===== config.mk =====
export PLATFORM = sky130hd
export DESIGN_NAME = stream_mux_n
export DESIGN_NICKNAME = d
export VERILOG_FILES = /design/src/rtl/mux_pkg.sv /design/src/rtl/rr_arbiter.sv /design/src/rtl/stream_mux_n.sv
export SDC_FILE = /design/constraint.sdc
export NUM_CORES = 1
export LEC_CHECK = 0
export ABC_AREA = 1
export BUFFER_PORTS_ARGS = -buffer_cell sky130_fd_sc_hd__buf_2
export CAP_MARGIN = 20
export CORE_ASPECT_RATIO = 0.7
export CORE_UTILIZATION = 42
export CTS_BUF_LIST = sky130_fd_sc_hd__clkbuf_4
export CTS_CLUSTER_SIZE = 14
export DETAILED_ROUTE_END_ITERATION = 10
export GPL_TIMING_DRIVEN = 0
export MAX_ROUTING_LAYER = met4
export PLACE_DENSITY = 0.82
export SETUP_SLACK_MARGIN = 0.4
export SYNTH_ARGS = -nofsm -noshare
export SYNTH_HDL_FRONTEND = slang
export SYNTH_SLANG_ARGS = --single-unit

===== constraint.sdc =====
create_clock -name clk -period 1.6 [get_ports clk]
set_input_delay 0.08 -clock clk [delete_from_list [all_inputs] [get_ports clk]]
set_output_delay 0.08 -clock clk [all_outputs]
set_load 0.02 [all_outputs]

===== src/rtl/mux_pkg.sv =====
// rtl/mux_pkg.sv - shared types and constants for the stream multiplexer
package mux_pkg;

  typedef enum logic {
    IDLE   = 1'b0,
    LOCKED = 1'b1
  } state_t;

  localparam int MODE_SEL = 0;
  localparam int MODE_RR  = 1;

  // Smallest r with 2**r >= n; used to size channel ids.
  function automatic int clog2(input int n);
    int r;
    r = 0;
    while ((1 << r) < n) r = r + 1;
    return r;
  endfunction

endpackage


===== src/rtl/rr_arbiter.sv =====
// rtl/rr_arbiter.sv - combinational rotate-priority request search
module rr_arbiter
  import mux_pkg::*;
#(
  parameter int N     = 4,
  parameter int SEL_W = clog2(N)
) (
  input  logic [N-1:0]     req,
  input  logic [SEL_W-1:0] ptr,
  output logic [SEL_W-1:0] gnt_id,
  output logic             gnt_any
);

  int idx;

  // Walk offsets from farthest to nearest so the request closest to ptr wins.
  always_comb begin
    gnt_id  = '0;
    gnt_any = 1'b0;
    idx     = 0;
    for (int k = N - 1; k >= 0; k--) begin
      idx = (int'(ptr) + k) % N;
      for (int j = 0; j < N; j++) begin
        if (j == idx && req[j]) begin
          gnt_id  = SEL_W'(j);
          gnt_any = 1'b1;
        end
      end
    end
  end

endmodule


===== src/rtl/stream_mux_n.sv =====
// rtl/stream_mux_n.sv - N:1 registered stream mux with packet-locked grant
module stream_mux_n
  import mux_pkg::*;
#(
  parameter int WIDTH = 32,
  parameter int N     = 4,
  parameter int SEL_W = clog2(N),
  parameter int MODE  = MODE_SEL
) (
  input  logic               clk,
  input  logic               rst_n,
  input  logic [N*WIDTH-1:0] in_data,
  input  logic [N-1:0]       in_last,
  input  logic [N-1:0]       in_valid,
  output logic [N-1:0]       in_ready,
  input  logic [SEL_W-1:0]   sel,
  output logic [WIDTH-1:0]   out_data,
  output logic               out_last,
  output logic [SEL_W-1:0]   out_ch,
  output logic               out_valid,
  input  logic               out_ready
);

  state_t             state_q, state_d;
  logic [SEL_W-1:0]   lock_ch_q, lock_ch_d;
  logic [SEL_W-1:0]   rr_ptr_q, rr_ptr_d;
  logic [WIDTH-1:0]   out_data_q, out_data_d;
  logic               out_last_q, out_last_d;
  logic [SEL_W-1:0]   out_ch_q, out_ch_d;
  logic               out_valid_q, out_valid_d;

  logic [SEL_W-1:0]   g;
  logic               grant_ok;
  logic               vld_g;
  logic               last_g;
  logic [WIDTH-1:0]   data_g;
  logic               load_en;
  logic               xfer;
  logic [SEL_W-1:0]   arb_id;
  logic               arb_any;

  rr_arbiter #(
    .N     (N),
    .SEL_W (SEL_W)
  ) u_arb (
    .req     (in_valid),
    .ptr     (rr_ptr_q),
    .gnt_id  (arb_id),
    .gnt_any (arb_any)
  );

  // Pick the granted channel, mux its beat and derive the handshake.
  // An out-of-range sel matches no channel, so it can never grant.
  always_comb begin
    g        = '0;
    vld_g    = 1'b0;
    last_g   = 1'b0;
    data_g   = '0;
    grant_ok = 1'b0;
    in_ready = '0;
    if (state_q == LOCKED) g = lock_ch_q;
    else if (MODE == MODE_RR) g = arb_id;
    else g = sel;
    for (int i = 0; i < N; i++) begin
      if (g == SEL_W'(i)) begin
        vld_g  = in_valid[i];
        last_g = in_last[i];
        data_g = in_data[i*WIDTH +: WIDTH];
      end
    end
    if (state_q == IDLE && MODE == MODE_RR) grant_ok = vld_g & arb_any;
    else grant_ok = vld_g;
    load_en = ~out_valid_q | out_ready;
    xfer    = load_en & grant_ok & rst_n;
    for (int i = 0; i < N; i++) begin
      if (xfer && g == SEL_W'(i)) in_ready[i] = 1'b1;
    end
  end

  // Next output register contents, lock tracking and round-robin pointer.
  always_comb begin
    state_d     = state_q;
    lock_ch_d   = lock_ch_q;
    rr_ptr_d    = rr_ptr_q;
    out_data_d  = out_data_q;
    out_last_d  = out_last_q;
    out_ch_d    = out_ch_q;
    out_valid_d = out_valid_q;
    if (xfer) begin
      out_data_d  = data_g;
      out_last_d  = last_g;
      out_ch_d    = g;
      out_valid_d = 1'b1;
      if (last_g) begin
        state_d = IDLE;
        if (MODE == MODE_RR) rr_ptr_d = (g == SEL_W'(N - 1)) ? '0 : g + SEL_W'(1);
      end else begin
        state_d   = LOCKED;
        lock_ch_d = g;
      end
    end else if (out_ready) begin
      out_valid_d = 1'b0;
    end
  end

  // All state updates; reset drops any partial packet and releases the lock.
  always_ff @(posedge clk or negedge rst_n) begin
    if (!rst_n) begin
      state_q     <= IDLE;
      lock_ch_q   <= '0;
      rr_ptr_q    <= '0;
      out_data_q  <= '0;
      out_last_q  <= 1'b0;
      out_ch_q    <= '0;
      out_valid_q <= 1'b0;
    end else begin
      state_q     <= state_d;
      lock_ch_q   <= lock_ch_d;
      rr_ptr_q    <= rr_ptr_d;
      out_data_q  <= out_data_d;
      out_last_q  <= out_last_d;
      out_ch_q    <= out_ch_d;
      out_valid_q <= out_valid_d;
    end
  end

  assign out_data  = out_data_q;
  assign out_last  = out_last_q;
  assign out_ch    = out_ch_q;
  assign out_valid = out_valid_q;

endmodule


==> run summary <==
status - finished, violations left
failing checks - hold timing, setup timing
max-capacitance violation count - 0
GRT Overall Usage - 31.97%
Critical Path RT - 1.52 ns
DR vias - 3,327
final worst slack - -0.3077 ns
Post-Place Cells - 632
Worst-Skew Late Latency - 0.34 ns
FF-to-FF path depth - 11
Yosys top cell by area - dfrtp_1
cts hold-fix bufs - 1
Initial Utilization - 43.50%
pre-CTS setup slack - -0.4070 ns
die width - 94.05 um
Syn Nets - 518
Pwr Density - 1786 nW/um2
FILL cells - 497
die footprint - 6248 um2
minimum clock period - 1.908 ns
Max FO, Critical Path - 5
row cnt - 23
Die Span Y - 66.44 um
CTS buffer count - 5
Layout Cells excl Fill - 663
grt total ovfl - 0
initial antenna violation count - 0
syn avg cell area - 6.608 um2
antenna cells - 0
Mapped Area - 2491 um2
Hold WC Path Type - input pin to async pin
synth warn - 0
CTS Sinks - 39
register bit total from synthesis - 39
Via density - 5.018
commonest non-fill, non-tap cell in the layout - nand2_1
RSZ-0062 raised after global routing - true
nets - 730
Slew headroom - 64.44%
Placer Congestion - 0.8697
Final Hold Slack - -0.2781 ns
clock root buffer - clkbuf_4
Max clock buf depth - 2
DRT Pass-1 Iters - 5
Max H-tree Level - 2
hpwl dp - 6674 um
Tot Pwr - 7.078 mW
global-route wire length before repair - 14,620 um
CP endpoint kind - output pin
DRC - 0
number of global-route vias before repair - 3,128
fin. max-slew vios - 0
CTS tree - done
clk_skew - 0.01138 ns
post-route antenna net violation count - 0
Max VDD drop - 618.4 uV
type of origin of the critical path - flop
Yosys top cell area share - 39.18%
Final Setup Violations - 43
share of cells above drive strength 1 - 44.05%
Port Buf Inserts - 180
largest net degree at the start of global routing - 41
top area cells in the synthesized netlist - dfrtp_1, nand2_1, nand4_1
IO Count - 181
most frequent cells in the layout - nand2_1, buf_2, dfrtp_1
clk slew on worst S/H paths - 0.11 ns
routed wire length - 9714 um
Hold Fails Final Rpt - 39
Critical Path AT - 1.83 ns
Area Growth Syn to Fin - 59.07%
period utilization - 119.2%
post-synthesis sequential area ratio - 39.18%
Cells after Synth - 377
WL/cell - 14.65 um
leakage - 2.261 nW
Setup CP Type - flop to output pin
Max Fclk - 0.5242 GHz
detailed router's first-iteration violation count - 128
Yosys cell types - 22
CORE AREA - 5727 um2
worst slew pin tran - 0.5334 ns
Yosys cell counts:
library cell,number
or2_2,1
nand2_4,4
a21boi_0,1
inv_2,2
dfrtp_1,39
nand3_1,3
inv_1,8
nor2_1,1
nor3_2,3
o21ai_0,1
nand3_2,1
o21ai_4,1
nand4_1,34
buf_6,2
nand2_1,249
nand3b_1,2
nor2_2,3
buf_4,5
a21oi_4,1
nand2_2,1
buf_2,12
o21ai_1,3
worst paths after layout:
kind                       slack (ns)    startpoint      endpoint
min in group clk                 0.04  in_data[108]  out_data[12]
max reg2reg                     -0.13       state_q   out_data[4]
max in group asynchronous        1.49         rst_n       state_q
min                             -0.28         rst_n   out_data[6]
min reg2reg                      0.48  out_data[15]  out_data[15]
max                             -0.31       state_q   in_ready[1]
cell type report:
| class | count | area, um2 | area share, % |
|---|---|---|---|
| tap | 75 | 93.84 | 2.368 |
| inverter | 10 | 43.79 | 1.105 |
| sequential | 39 | 977.2 | 24.66 |
| timing repair buffer | 205 | 1132 | 28.58 |
| buffer | 19 | 191.4 | 4.831 |
| multi-input combinational | 309 | 1479 | 37.32 |
| clock buffer | 6 | 45.04 | 1.137 |
flip-flops by register name, indices dropped and copies added (netlist names):
register and cells:
state_q 1, out_valid 1, out_ch 2, out_last 1, lock_ch_q 2, out_data 32
metrics by stage:
step	setup TNS [ns]	util [%]	hold WS (ns)	cell area, um2
after floorplan	0	-	-0.2156	2524
after global placement	-12.13	61.44	0.2413	3518
after detailed placement	-13.12	61.44	0.2460	3518
after CTS	-4.939	68.60	-0.1349	3929
after global routing	-7.588	69.19	-0.2310	3963
final	-4.523	69.19	-0.2781	3963
worst max-delay path, stage by stage (launching register included):
cell and delay [ns]:
dfrtp_2 0.47, inv_4 0.09, nand2_2 0.09, nand2_4 0.07, nand3b_1 0.11, nand3_2 0.11
nand2_4 0.10, nand2_4 0.06, buf_8 0.13, nor3_4 0.12, buf_6 0.14
kinds of logic after synthesis:
| kind of cell | share of synthesized area, % |
|---|---|
| flops | 39.18 |
| compound gates | 2.411 |
| simple gates | 52.08 |
| buf+inv | 6.329 |
power by group:
group,switching (mW),internal (mW)
sequential,0.286,1.45
combinational,2.96,1.91
clock,0.300,0.174
total,3.54,3.54
routing by layer:
metal  track usage [%]  vias up  part of all wire (%)
met3             4.598       25                   6.3
met4             14.62        0                   3.0
met5                 -        -                     0
met2             54.56      165                    49
li1                  -     1618                     -
met1             37.75     1519                    41
repair_timing:
| item | 4_1_cts | 5_1_grt |
|---|---|---|
| buffers inserted | 19 | 1 |
| endpoints found under the hold margin | 40 | 39 |
| gates cloned | 4 | 0 |
| pin swaps | 16 | 4 |
| resized for setup | 49 | 10 |
| endpoints found under the setup margin | 43 | 43 |
No activity file was read; power rests on OpenSTA's default activity.
